$ cat config.mk
export PLATFORM = sky130hd
export DESIGN_NAME = ram_store_rmw
export DESIGN_NICKNAME = d
export VERILOG_FILES = /design/src/rtl/ram_store_rmw.sv
export SDC_FILE = /design/constraint.sdc
export NUM_CORES = 1
export LEC_CHECK = 0
export BUFFER_PORTS_ARGS = -buffer_cell sky130_fd_sc_hd__buf_4
export CAP_MARGIN = 20
export CELL_PAD_IN_SITES_DETAIL_PLACEMENT = 0
export CELL_PAD_IN_SITES_GLOBAL_PLACEMENT = 1
export CORE_AREA = 2 2 167 104
export CTS_CLUSTER_SIZE = 16
export DETAILED_ROUTE_END_ITERATION = 8
export DIE_AREA = 0 0 169 106
export HOLD_SLACK_MARGIN = 0.05
export PLACE_DENSITY_LB_ADDON = 0.1
export RECOVER_POWER = 100
export SLEW_MARGIN = 20
export SYNTH_ARGS = -nofsm -noshare
export SYNTH_HDL_FRONTEND = slang
export SYNTH_SLANG_ARGS = --single-unit
$ cat constraint.sdc
create_clock -name clk -period 4.35 [get_ports clk]
set_input_delay 0.2175 -clock clk [delete_from_list [all_inputs] [get_ports clk]]
set_output_delay 0.2175 -clock clk [all_outputs]
set_load 0.01 [all_outputs]
$ cat src/rtl/ram_store_rmw.sv
// rtl/ram_store_rmw.sv - sub-word store unit doing read-modify-write on a single-port data RAM
// Full-word stores write directly; narrower stores fetch the word, merge the lanes and write back.
module ram_store_rmw #(
  parameter int DATA_W = 32,
  parameter int ADDR_W = 11,
  parameter int RD_LAT = 1,
  localparam int NB    = DATA_W / 8,
  localparam int OFF_W = $clog2(DATA_W / 8)
) (
  input  logic                    clk,
  input  logic                    reset,
  input  logic                    req_valid,
  output logic                    req_ready,
  input  logic [ADDR_W+OFF_W-1:0] req_addr,
  input  logic [2:0]              req_size,
  input  logic [DATA_W-1:0]       req_data,
  output logic [ADDR_W-1:0]       ram_addr,
  output logic                    ram_rd_en,
  input  logic [DATA_W-1:0]       ram_rd_data,
  output logic                    ram_wr_en,
  output logic [DATA_W-1:0]       ram_wr_data,
  output logic                    done,
  output logic                    misalign_err
);

  typedef enum logic [2:0] {IDLE, READ, WAIT, WRITE, ERR} state_t;

  state_t              state_q, state_d;
  logic [2:0]          cnt_q, cnt_d;
  logic [OFF_W-1:0]    off_q, off_d;
  logic [2:0]          size_q, size_d;
  logic [DATA_W-1:0]   data_q, data_d;
  logic [ADDR_W-1:0]   ram_addr_q, ram_addr_d;
  logic                rd_en_q, rd_en_d;
  logic                wr_en_q, wr_en_d;
  logic [DATA_W-1:0]   wr_data_q, wr_data_d;
  logic                done_q, done_d;
  logic                mis_q, mis_d;

  logic [OFF_W-1:0]    req_off;
  logic                req_bad;
  logic                req_full;
  logic [DATA_W-1:0]   shifted;
  logic [DATA_W-1:0]   merged;

  assign req_off  = req_addr[OFF_W-1:0];
  assign req_bad  = (int'(req_size) > OFF_W) ||
                    ((int'(req_off) & ((1 << req_size) - 1)) != 0);
  assign req_full = (int'(req_size) == OFF_W);

  // Lanes [off, off + 2^size) take the store data; the rest keep the fetched RAM bytes.
  always_comb begin
    shifted = data_q << {off_q, 3'b000};
    merged  = ram_rd_data;
    for (int b = 0; b < NB; b++) begin
      if (b >= int'(off_q) && b < int'(off_q) + (1 << size_q)) begin
        merged[b*8 +: 8] = shifted[b*8 +: 8];
      end
    end
  end

  always_comb begin
    state_d    = state_q;
    cnt_d      = cnt_q;
    off_d      = off_q;
    size_d     = size_q;
    data_d     = data_q;
    ram_addr_d = ram_addr_q;
    wr_data_d  = wr_data_q;
    rd_en_d    = 1'b0;
    wr_en_d    = 1'b0;
    done_d     = 1'b0;
    mis_d      = 1'b0;
    case (state_q)
      IDLE: begin
        if (req_valid) begin
          off_d  = req_off;
          size_d = req_size;
          data_d = req_data;
          if (req_bad) begin
            state_d = ERR;
            done_d  = 1'b1;
            mis_d   = 1'b1;
          end else begin
            ram_addr_d = req_addr[ADDR_W+OFF_W-1:OFF_W];
            if (req_full) begin
              state_d   = WRITE;
              wr_en_d   = 1'b1;
              done_d    = 1'b1;
              wr_data_d = req_data;
            end else begin
              state_d = READ;
              rd_en_d = 1'b1;
            end
          end
        end
      end
      READ: begin
        cnt_d   = 3'(RD_LAT);
        state_d = WAIT;
      end
      WAIT: begin
        cnt_d = cnt_q - 3'd1;
        // Read data is valid exactly in the final wait cycle.
        if (cnt_q == 3'd1) begin
          state_d   = WRITE;
          wr_en_d   = 1'b1;
          done_d    = 1'b1;
          wr_data_d = merged;
        end
      end
      WRITE:   state_d = IDLE;
      ERR:     state_d = IDLE;
      default: state_d = IDLE;
    endcase
  end

  always_ff @(posedge clk or posedge reset) begin
    if (reset) begin
      state_q    <= IDLE;
      cnt_q      <= '0;
      off_q      <= '0;
      size_q     <= '0;
      data_q     <= '0;
      ram_addr_q <= '0;
      rd_en_q    <= 1'b0;
      wr_en_q    <= 1'b0;
      wr_data_q  <= '0;
      done_q     <= 1'b0;
      mis_q      <= 1'b0;
    end else begin
      state_q    <= state_d;
      cnt_q      <= cnt_d;
      off_q      <= off_d;
      size_q     <= size_d;
      data_q     <= data_d;
      ram_addr_q <= ram_addr_d;
      rd_en_q    <= rd_en_d;
      wr_en_q    <= wr_en_d;
      wr_data_q  <= wr_data_d;
      done_q     <= done_d;
      mis_q      <= mis_d;
    end
  end

  assign req_ready    = (state_q == IDLE);
  assign ram_addr     = ram_addr_q;
  assign ram_rd_en    = rd_en_q;
  assign ram_wr_en    = wr_en_q;
  assign ram_wr_data  = wr_data_q;
  assign done         = done_q;
  assign misalign_err = mis_q;

endmodule

==> results of run 1 <==
[through the flow]
stage	hold slack [ns]	std cells	utilization, %
after global routing	0.0917	752	37.0
after CTS	0.0768	752	38.3
final	0.105	752	37.0
after detailed placement	0.450	737	36.2
after floorplan	0.368	417	-
after global placement	0.444	737	36.1
[synthesized netlist by cell type (2+ instances only)]
cell type  count
a21oi_1       23
a31oi_1        8
a32oi_1        8
a41oi_1        8
buf_1          5
buf_2         10
buf_6          3
clkbuf_1      12
dfrtp_1       90
ha_1           4
inv_1          8
mux2_1         3
mux2_2        61
mux2i_1       24
mux4_2         8
nand2_1       30
nand3_1        2
nand4_1       17
nor2_1         7
nor2_2         2
nor3_1         3
nor4b_1        2
o211ai_1      24
o21a_1         2
o21ai_0       21
o22ai_1        9
[metal layers]
layer  vias up  track usage (%)
li1       1842                -
met1      2001             26.6
met2       116             26.0
met3        12             5.06
met4         0             4.40
met5         -                0
[power groups by stage]
stage	Clock [mW]	Sequential [mW]	Combinational, mW
floorplan	0	1.59	1.60
global placement	0	1.68	2.42
detailed placement	0	1.69	2.44
CTS	0.982	1.68	2.44
global route	1.02	1.74	2.48
finish	0.954	1.67	2.25
[cell families after synthesis]
group	Yosys count	share of synthesized area, %
AO/OA/AOI/OAI	114	16.3
adder cells (fa/ha/maj)	5	1.45
buffers and inverters	39	3.83
flip-flops	90	46.6
multiplexers	96	23.6
AND/OR/NAND/NOR	73	8.18
[how the worst max path moves through the flow]
stage | to | slack [ns]
2_1_floorplan | cnt_q[0] | 1.80
6_report | ram_wr_data[28] | 1.01
3_3_place_gp | ram_wr_data[11] | 1.34
3_5_place_dp | ram_wr_data[11] | 1.26
5_1_grt | ram_wr_data[26] | 0.68
4_1_cts | ram_wr_data[11] | 1.25
[final cells by class]
class,instances,area share [%]
multi-input cells,288,39.0
repair buffers,137,13.7
inverters,8,0.510
clock inverters,5,2.08
flip-flops and latches,90,36.7
well taps,214,4.36
clock buffers,10,3.73
[flip-flops by register name, summed over array words and instances (netlist names)]
signal	cells
state_q	3
size_q	3
off_q	2
ram_rd_en	1
ram_addr	11
done	1
data_q	32
cnt_q	3
ram_wr_en	1
ram_wr_data	32
misalign_err	1
[cells in the final DEF, fill, tap and decap left out, drive strengths merged, types with 17 or more instances in the layout]
| cell | n |
|---|---|
| a21oi | 23 |
| dfrtp | 90 |
| mux2 | 64 |
| clkbuf | 62 |
| nand2 | 30 |
| nand4 | 17 |
| o211ai | 24 |
| mux2i | 24 |
| o21ai | 21 |
| buf | 85 |
[worst max-delay path: cells and delay by family (launching register included)]
kind	cells	cell delay [ns]
mux	1	0.29
buf+inv	1	0.16
flops	1	1.07
compound gates	2	1.07
fa+ha+maj	1	0.60
==> impl_metrics.env, run 1 <==
export IMPL_diodes=0
export IMPL_viasPerCell=5.28
export IMPL_cts_setup_buffers=0
export IMPL_final_setup_tns_ns=0
export IMPL_slew_limit_headroom_pct=-62.6
export IMPL_hold_buffers=0
export IMPL_synth_top_area_share_pct=46.6
export IMPL_ys_seq_area_share_pct=46.6
export IMPL_initial_core_util_pct=29.1
export IMPL_min_period_ns=3.34
export IMPL_core_um2=16600
export IMPL_die_h_um=106
export IMPL_regArea_um2=2250
export IMPL_port_buffers=130
export IMPL_hold_depth=2
export IMPL_yosysTopAreaCell="dfrtp_1"
export IMPL_syn_area_per_cell_um2=11.6
export IMPL_routedWlPerCell_um=20.8
export IMPL_cts_inserted_buffers=9
export IMPL_dp_hpwl_mm=11.2
export IMPL_power_frac_seq_pct=34.3
export IMPL_finalWeightedCongestion=0.757
export IMPL_crit_start="off_q[1]"
export IMPL_grt_usage_pct=18.1
export IMPL_cts_root_buf="clkbuf_16"
export IMPL_p_sw_share_pct=40.5
export IMPL_fmax_ghz=0.300
export IMPL_slowest_delay_ns=1.07
export IMPL_finalPower_mw=4.88
export IMPL_highest_layer="met4"
export IMPL_synth_seq_cells=90
export IMPL_multi_input_area_um2=2390
export IMPL_fin_ws_ns=1.01
export IMPL_power_frac_clock_pct=19.6
export IMPL_slew_violations=133
export IMPL_clock_sinks=90
export IMPL_antenna_found_initial=0
export IMPL_design_die_area_um2=17900
export IMPL_yosysWarnings=0
export IMPL_worstPathMaxFanout=32
export IMPL_wirelength_mm=15.6
export IMPL_p_comb_share_pct=46.2
export IMPL_cts_htree_levels=3
export IMPL_drcViolationCount=0
export IMPL_placed_area_um2=5990
export IMPL_synth_area_um2=4830
export IMPL_fin_area_um2=6140
export IMPL_ff2ff_path_depth=5
export IMPL_rows=37
export IMPL_cp_arrival_ns=3.54
export IMPL_grt_pass1_wl_mm=24.5
export IMPL_cts_resized=0
export IMPL_cp_start_kind="register"
export IMPL_power_per_cell_area_nw_per_um2=794
export IMPL_dp_slack_ns=1.26
export IMPL_failed_checks="capacitance limit, slew limit"
export IMPL_worst_pin_slew_ns=2.44
export IMPL_routed_wl_met3_mm=1.03
export IMPL_nFillCells=1695
export IMPL_hold_violations=0
export IMPL_timing_rr_start="off_q[1]"
export IMPL_timing_final_crit_share_pct=76.7
export IMPL_path_clk_slew_ns=0.07
export IMPL_min_from="req_addr[11]"
export IMPL_finClkSkew_ns=0.0114
export IMPL_crit_chain="inv_1, fa_1, a32oi_1, mux2i_1, o211ai_1"
export IMPL_ant_nets=0
export IMPL_cap_viol_max_count=4
export IMPL_async_reset_ff_share_pct=100
export IMPL_hold_class="primary input to register"
export IMPL_ys_flop_type="dfrtp_1"
export IMPL_dr_wl_met2_mm=6.60
export IMPL_vias=3971
export IMPL_peakVddDrop_uv=244
export IMPL_leakagePower_nw=2.55
export IMPL_synth_edff_count=0
export IMPL_finalSetupViolations=0
export IMPL_drtIter0Drc=274
export IMPL_grt_pass1_vias=4133
export IMPL_syn2layout_area_growth_pct=27.1
export IMPL_drive_above_1_share_pct=33.3
export IMPL_status="finished, violations left"
export IMPL_cp_required_ns=4.56
export IMPL_grt_max_degree=50
export IMPL_cp_end_kind="register"
export IMPL_num_nets_final=622
export IMPL_cts_buffer_depth=2
export IMPL_power_internal_mw=2.90
export IMPL_rsz0062_at_grt="false"
export IMPL_synth_fp_nets=505
export IMPL_synth_area_leaders="dfrtp_1 47%, mux2_2 14%, mux2i_1 5.0%"
export IMPL_die_w_um=169
export IMPL_whs_endpoint="ram_addr[9]"
export IMPL_cpMaxStageDelayCell="dfrtp_1"
export IMPL_cts_tree="done"
export IMPL_grt_ovfl_total=0
export IMPL_synth_cells=417
export IMPL_io_pins=131
export IMPL_p_sw_mw=1.97
export IMPL_synth_cell_types=49
export IMPL_rr_endpoint="ram_wr_data[28]"
export IMPL_clk_latency_ns=0.34
export IMPL_path_class="register to register"
export IMPL_wl_met1_mm=7.83
export IMPL_dr_pass1_iters=4
export IMPL_reg2reg_slack_ns=1.01
No activity file was read; power rests on OpenSTA's default activity.
==> inputs of run 2 (changes only) <==
--- a/config.mk
+++ b/config.mk
@@ -5,14 +5,15 @@
 export SDC_FILE = /design/constraint.sdc
 export NUM_CORES = 1
 export LEC_CHECK = 0
+export ABC_AREA = 1
 export BUFFER_PORTS_ARGS = -buffer_cell sky130_fd_sc_hd__buf_4
 export CAP_MARGIN = 20
 export CELL_PAD_IN_SITES_DETAIL_PLACEMENT = 0
 export CELL_PAD_IN_SITES_GLOBAL_PLACEMENT = 1
-export CORE_AREA = 2 2 167 104
+export CORE_AREA = 2 2 167 103
 export CTS_CLUSTER_SIZE = 16
 export DETAILED_ROUTE_END_ITERATION = 8
-export DIE_AREA = 0 0 169 106
+export DIE_AREA = 0 0 169 105
 export HOLD_SLACK_MARGIN = 0.05
 export PLACE_DENSITY_LB_ADDON = 0.1
 export RECOVER_POWER = 100
==> constraint.sdc (replaced) <==
create_clock -name clk -period 2.92 [get_ports clk]
set_input_delay 0.146 -clock clk [delete_from_list [all_inputs] [get_ports clk]]
set_output_delay 0.146 -clock clk [all_outputs]
set_load 0.01 [all_outputs]
==> run 2 against run 1 <==
Compared with the run above: the flow now finishes without violations; sequential share of layout area down 0.69 points; clock power up 38%; non-clock buffer count up 29; critical path depth up 5; combinational power up 48%; critical endpoint is now ram_wr_data[11]; highest routed layer unchanged.
==> impl_metrics.env, run 2 <==
export IMPL_rsz0062_at_grt="false"
export IMPL_cts_setup_buffers=0
export IMPL_yosysTopAreaCell="dfrtp_1"
export IMPL_synth_edff_count=0
export IMPL_syn_area_per_cell_um2=8.52
export IMPL_viasPerCell=4.73
export IMPL_die_w_um=169
export IMPL_slew_limit_headroom_pct=24.6
export IMPL_cp_start_kind="register"
export IMPL_power_per_cell_area_nw_per_um2=1100
export IMPL_core_um2=16100
export IMPL_cts_htree_levels=3
export IMPL_drtIter0Drc=278
export IMPL_p_sw_share_pct=43.9
export IMPL_reg2reg_slack_ns=0.28
export IMPL_ant_nets=0
export IMPL_hold_class="primary input to register"
export IMPL_drcViolationCount=0
export IMPL_drive_above_1_share_pct=21.8
export IMPL_ys_seq_area_share_pct=47.1
export IMPL_cts_resized=0
export IMPL_cap_viol_max_count=0
export IMPL_place_inst=881
export IMPL_cp_arrival_ns=2.87
export IMPL_synth_seq_cells=90
export IMPL_power_frac_clock_pct=19.1
export IMPL_highest_layer="met4"
export IMPL_placed_area_um2=5930
export IMPL_port_buffers=130
export IMPL_grt_usage_pct=17.9
export IMPL_design_die_area_um2=17700
export IMPL_path_class="register to register"
export IMPL_wl_met1_mm=8.32
export IMPL_num_nets_final=796
export IMPL_yosysWarnings=0
export IMPL_hold_slack_ns=0.0598
export IMPL_dp_slack_ns=0.317
export IMPL_grt_pass1_vias=4297
export IMPL_clk_latency_ns=0.34
export IMPL_grt_ovfl_total=0
export IMPL_peakVddDrop_uv=319
export IMPL_rows=36
export IMPL_finalWeightedCongestion=0.781
export IMPL_worst_pin_slew_ns=1.13
export IMPL_wirelength_mm=15.3
export IMPL_synth_top_area_share_pct=47.1
export IMPL_cts_inserted_buffers=9
export IMPL_dr_wl_met2_mm=5.98
export IMPL_timing_final_crit_share_pct=90.5
export IMPL_routed_wl_met3_um=826
export IMPL_slew_violations=0
export IMPL_path_clk_slew_ns=0.07
export IMPL_grt_max_degree=77
export IMPL_syn2layout_area_growth_pct=30.7
export IMPL_worstPathMaxFanout=9
export IMPL_diodes=0
export IMPL_cts_buffer_depth=2
export IMPL_cp_end_kind="register"
export IMPL_final_cell_count_no_fill=920
export IMPL_dp_hpwl_mm=11.1
export IMPL_finalSetupViolations=0
export IMPL_final_cell_mix="90 x nand2_1, 90 x dfrtp_1, 88 x buf_4"
export IMPL_async_reset_ff_share_pct=100
export IMPL_power_internal_mw=3.87
export IMPL_synth_cells=562
export IMPL_fin_area_um2=6260
export IMPL_routedWlPerCell_um=16.6
export IMPL_power_frac_seq_pct=32.5
export IMPL_fmax_ghz=0.379
export IMPL_synth_area_um2=4790
export IMPL_min_period_ns=2.64
export IMPL_hold_violations=0
export IMPL_die_h_um=105
export IMPL_synth_cell_types=38
export IMPL_leakagePower_nw=2.93
export IMPL_initial_core_util_pct=29.7
export IMPL_clock_sinks=90
export IMPL_synth_most_common_cell="dfrtp_1"
export IMPL_p_sw_mw=3.03
export IMPL_cts_root_buf="clkbuf_16"
export IMPL_cp_required_ns=3.14
export IMPL_synth_common_cells="90 x dfrtp_1, 88 x nand2_1, 72 x a21oi_1, 57 x inv_1, 54 x nand3_1"
export IMPL_hold_buffers=25
export IMPL_cts_tree="done"
export IMPL_dr_pass1_iters=4
export IMPL_grt_pass1_wl_mm=24.4
export IMPL_io_pins=131
export IMPL_final_setup_tns_ns=0
export IMPL_antenna_found_initial=0
export IMPL_synth_fp_nets=650
export IMPL_p_comb_share_pct=48.3
export IMPL_status="complete, no violations"
export IMPL_synth_area_leaders="dfrtp_1 47%, a21oi_1 7.5%, nand2_1 6.9%"
export IMPL_vias=4350
export IMPL_ys_flop_type="dfrtp_1"
export IMPL_fin_ws_ns=0.279
export IMPL_finClkSkew_ns=0.0110
## run 2: cell type report
cell class,count,area (um2)
sequential,90,2250
fill,1717,9870
clock buffer,11,233
tap,209,262
multi-input combinational,380,2070
inverter,61,233
timing repair buffer,166,1120
clock inverter,3,90.1
## run 2: routing by layer
metal	GRT usage (%)	vias to the layer above
met4	4.27	0
met5	0	-
met2	24.2	118
li1	-	2152
met3	4.17	10
met1	28.0	2070
## run 2: cell families after synthesis
group / share of synthesized area (%)
buffers and inverters: 8.78
AOI/OAI and AO/OA: 16.0
DFF: 47.1
xor gates and xnor gates: 0.183
adders and majority gates: 1.46
muxes: 5.41
and+or+nand+nor: 21.1
## run 2: power groups by stage
| stage | clock [mW] | sequential [mW] | combinational [mW] |
|---|---|---|---|
| 2_1_floorplan | 0 | 2.30 | 2.24 |
| 3_3_place_gp | 0 | 2.26 | 3.59 |
| 3_5_place_dp | 0 | 2.27 | 3.62 |
| 4_1_cts | 1.35 | 2.26 | 3.66 |
| 5_1_grt | 1.40 | 2.32 | 3.76 |
| 6_report | 1.32 | 2.24 | 3.34 |
## run 2: per-stage QoR
stage | power (mW) | util [%]
2_1_floorplan | 4.54 | -
3_3_place_gp | 5.86 | 36.8
3_5_place_dp | 5.89 | 36.8
4_1_cts | 7.27 | 40.3
5_1_grt | 7.49 | 38.8
6_report | 6.90 | 38.8
## run 2: path summary, 6_finish.rpt
path / endpoint / depth (start not counted) / start
max: ram_wr_data[11] / 10 / size_q[2]
min: data_q[17] / 2 / req_data[17]
max reg2reg: ram_wr_data[11] / 10 / size_q[2]
min reg2reg: ram_addr[7] / 2 / ram_addr[7]
max in group asynchronous: off_q[1] / 4 / reset
min in group asynchronous: ram_wr_data[0] / 3 / reset
## run 2: worst max-delay path: stages, from the launching register on
cell	delay (ns)
dfrtp_1	0.40
nor3_1	0.22
ha_1	0.20
inv_1	0.05
fa_1	0.38
a21oi_1	0.34
nand3_2	0.29
nand2_1	0.38
nand2_1	0.09
nand3_1	0.08
a21oi_1	0.08
==> inputs of run 3 (changes only) <==
--- a/config.mk
+++ b/config.mk
@@ -10,13 +10,15 @@
 export CAP_MARGIN = 20
 export CELL_PAD_IN_SITES_DETAIL_PLACEMENT = 0
 export CELL_PAD_IN_SITES_GLOBAL_PLACEMENT = 1
-export CORE_AREA = 2 2 167 103
+export CORE_AREA = 2 2 149 115
 export CTS_CLUSTER_SIZE = 16
 export DETAILED_ROUTE_END_ITERATION = 8
-export DIE_AREA = 0 0 169 105
+export DIE_AREA = 0 0 151 117
 export HOLD_SLACK_MARGIN = 0.05
+export MAX_ROUTING_LAYER = met4
 export PLACE_DENSITY_LB_ADDON = 0.1
 export RECOVER_POWER = 100
+export SETUP_SLACK_MARGIN = 0.2
 export SLEW_MARGIN = 20
 export SYNTH_ARGS = -nofsm -noshare
 export SYNTH_HDL_FRONTEND = slang
==> run 3 against run 2 <==
Compared with the run above: the flow now finishes with violations (capacitance limit, slew limit); critical path depth is 1 lower; final cell count is 2.0% higher; maximum frequency is 4.9% higher; die area is 0.44% lower; sequential power hardly changed; utilization is 0.34 points higher; register-to-register slack better by 0.12 ns; critical path type unchanged; highest routed layer unchanged.
==> impl_metrics.env, run 3 (synthesis gave the netlist of run 2 again) <==
export IMPL_grt_max_degree=48
export IMPL_hold_class="primary input to register"
export IMPL_cap_viol_max_count=1
export IMPL_finalWeightedCongestion=0.847
export IMPL_grtUsageMet1_pct=26.0
export IMPL_peakVddDrop_uv=378
export IMPL_drive_above_1_share_pct=22.1
export IMPL_cts_inserted_buffers=9
export IMPL_status="finished, violations left"
export IMPL_power_per_cell_area_nw_per_um2=1070
export IMPL_leakagePower_nw=2.97
export IMPL_grt_usage_pct=18.4
export IMPL_p_sw_share_pct=44.1
export IMPL_design_die_area_um2=17700
export IMPL_final_core_util_pct=39.1
export IMPL_num_nets_final=806
export IMPL_finalPower_mw=6.85
export IMPL_power_frac_clock_pct=18.8
export IMPL_final_cell_count_no_fill=938
export IMPL_routedWlPerCell_um=15.9
export IMPL_die_w_um=151
export IMPL_rsz0062_at_grt="false"
export IMPL_min_period_ns=2.52
export IMPL_hold_violations=0
export IMPL_ant_nets=0
export IMPL_globalRouteMet2Util_pct=26.7
export IMPL_p_sw_mw=3.02
export IMPL_vias=4389
export IMPL_power_internal_mw=3.83
export IMPL_diodes=0
export IMPL_cp_arrival_ns=2.75
export IMPL_port_buffers=130
export IMPL_cp_end_kind="register"
export IMPL_cp_start_kind="register"
export IMPL_path_clk_slew_ns=0.07
export IMPL_cp_required_ns=3.15
export IMPL_cts_root_buf="clkbuf_16"
export IMPL_grt_pass1_vias=4366
export IMPL_drtIter0Drc=232
export IMPL_die_h_um=117
export IMPL_place_inst=887
export IMPL_rows=41
export IMPL_finClkSkew_ns=0.00595
export IMPL_grtUsageMet3_pct=4.19
export IMPL_fmax_ghz=0.397
export IMPL_finalSetupViolations=0
export IMPL_slew_violations=48
export IMPL_cts_setup_buffers=0
export IMPL_cts_buffer_depth=2
export IMPL_wirelength_mm=14.9
export IMPL_worst_pin_slew_ns=1.85
export IMPL_worstPathMaxFanout=16
export IMPL_final_cell_mix="91 x buf_4, 90 x dfrtp_1, 89 x nand2_1"
export IMPL_dr_pass1_iters=6
export IMPL_antenna_found_initial=0
export IMPL_drcViolationCount=0
export IMPL_clk_latency_ns=0.35
export IMPL_final_common_cell="buf_4"
export IMPL_reg2reg_slack_ns=0.40
export IMPL_grt_pass1_wl_mm=23.9
export IMPL_grt_ovfl_total=0
export IMPL_slew_limit_headroom_pct=-23.5
export IMPL_initial_core_util_pct=29.3
export IMPL_clock_sinks=90
export IMPL_dp_hpwl_mm=10.8
export IMPL_io_pins=131
export IMPL_syn2layout_area_growth_pct=33.4
export IMPL_path_class="register to register"
export IMPL_failed_checks="capacitance limit, slew limit"
export IMPL_grt_busiest_layer="met2"
export IMPL_viasPerCell=4.68
export IMPL_power_frac_seq_pct=32.9
export IMPL_cts_htree_levels=3
export IMPL_timing_final_crit_share_pct=86.2
export IMPL_p_comb_share_pct=48.4
export IMPL_core_um2=16300
export IMPL_final_setup_tns_ns=0
export IMPL_cts_tree="done"
## run 3: layout make-up
class / instances / area, um2
fillers: 1728 / 9930
flip-flops and latches: 90 / 2250
multi-input cells: 380 / 2080
repair buffers: 176 / 1230
well taps: 215 / 269
clock buffers: 10 / 239
inverters: 61 / 230
clock inverters: 6 / 88.8
## run 3: worst max-delay path: stages, from the launching register on
cell	delay, ns
dfrtp_1	0.41
nor3_1	0.21
ha_1	0.20
inv_1	0.05
fa_1	0.37
a21oi_1	0.35
nand2_2	0.29
or2_2	0.35
nand3_1	0.08
a21oi_1	0.08
## run 3: final timing paths
check | start | end | cells past startpoint
min reg2reg | ram_addr[0] | ram_addr[0] | 2
max in group asynchronous | reset | off_q[1] | 4
max reg2reg | size_q[2] | ram_wr_data[28] | 9
min in group asynchronous | reset | ram_wr_data[18] | 3
max | size_q[2] | ram_wr_data[28] | 9
min | req_data[4] | data_q[4] | 3
## run 3: power groups by stage
stage               clock network, mW  registers, mW  logic (mW)
floorplan                           0           2.30        2.24
global placement                    0           2.27        3.56
detailed placement                  0           2.28        3.60
CTS                              1.33           2.27        3.65
global route                     1.37           2.34        3.74
finish                           1.28           2.25        3.31
## run 3: stage by stage
| step | hold WS (ns) | worst slack, ns | cell area [um2] |
|---|---|---|---|
| 3_3_place_gp | 0.274 | 0.441 | 5930 |
| 3_5_place_dp | 0.278 | 0.366 | 5930 |
| 4_1_cts | 0.0508 | 0.344 | 6610 |
| 6_report | 0.0633 | 0.402 | 6380 |
| 2_1_floorplan | 0.279 | 0.439 | 4790 |
| 5_1_grt | 0.0582 | 0.197 | 6380 |
## run 3: layer usage
layer / up-vias / share of wire (%)
met1: 2080 / 48
li1: 2169 / -
met4: 0 / 1.2
met3: 12 / 6.9
met2: 128 / 44
met5: - / 0
## run 3: what timing repair did
action                                  in CTS  in global routing
endpoints found under the setup margin       0                  8
hold buffers                                35                  0
gates resized for setup                      0                  1
hold endpoints to repair                    79                  0
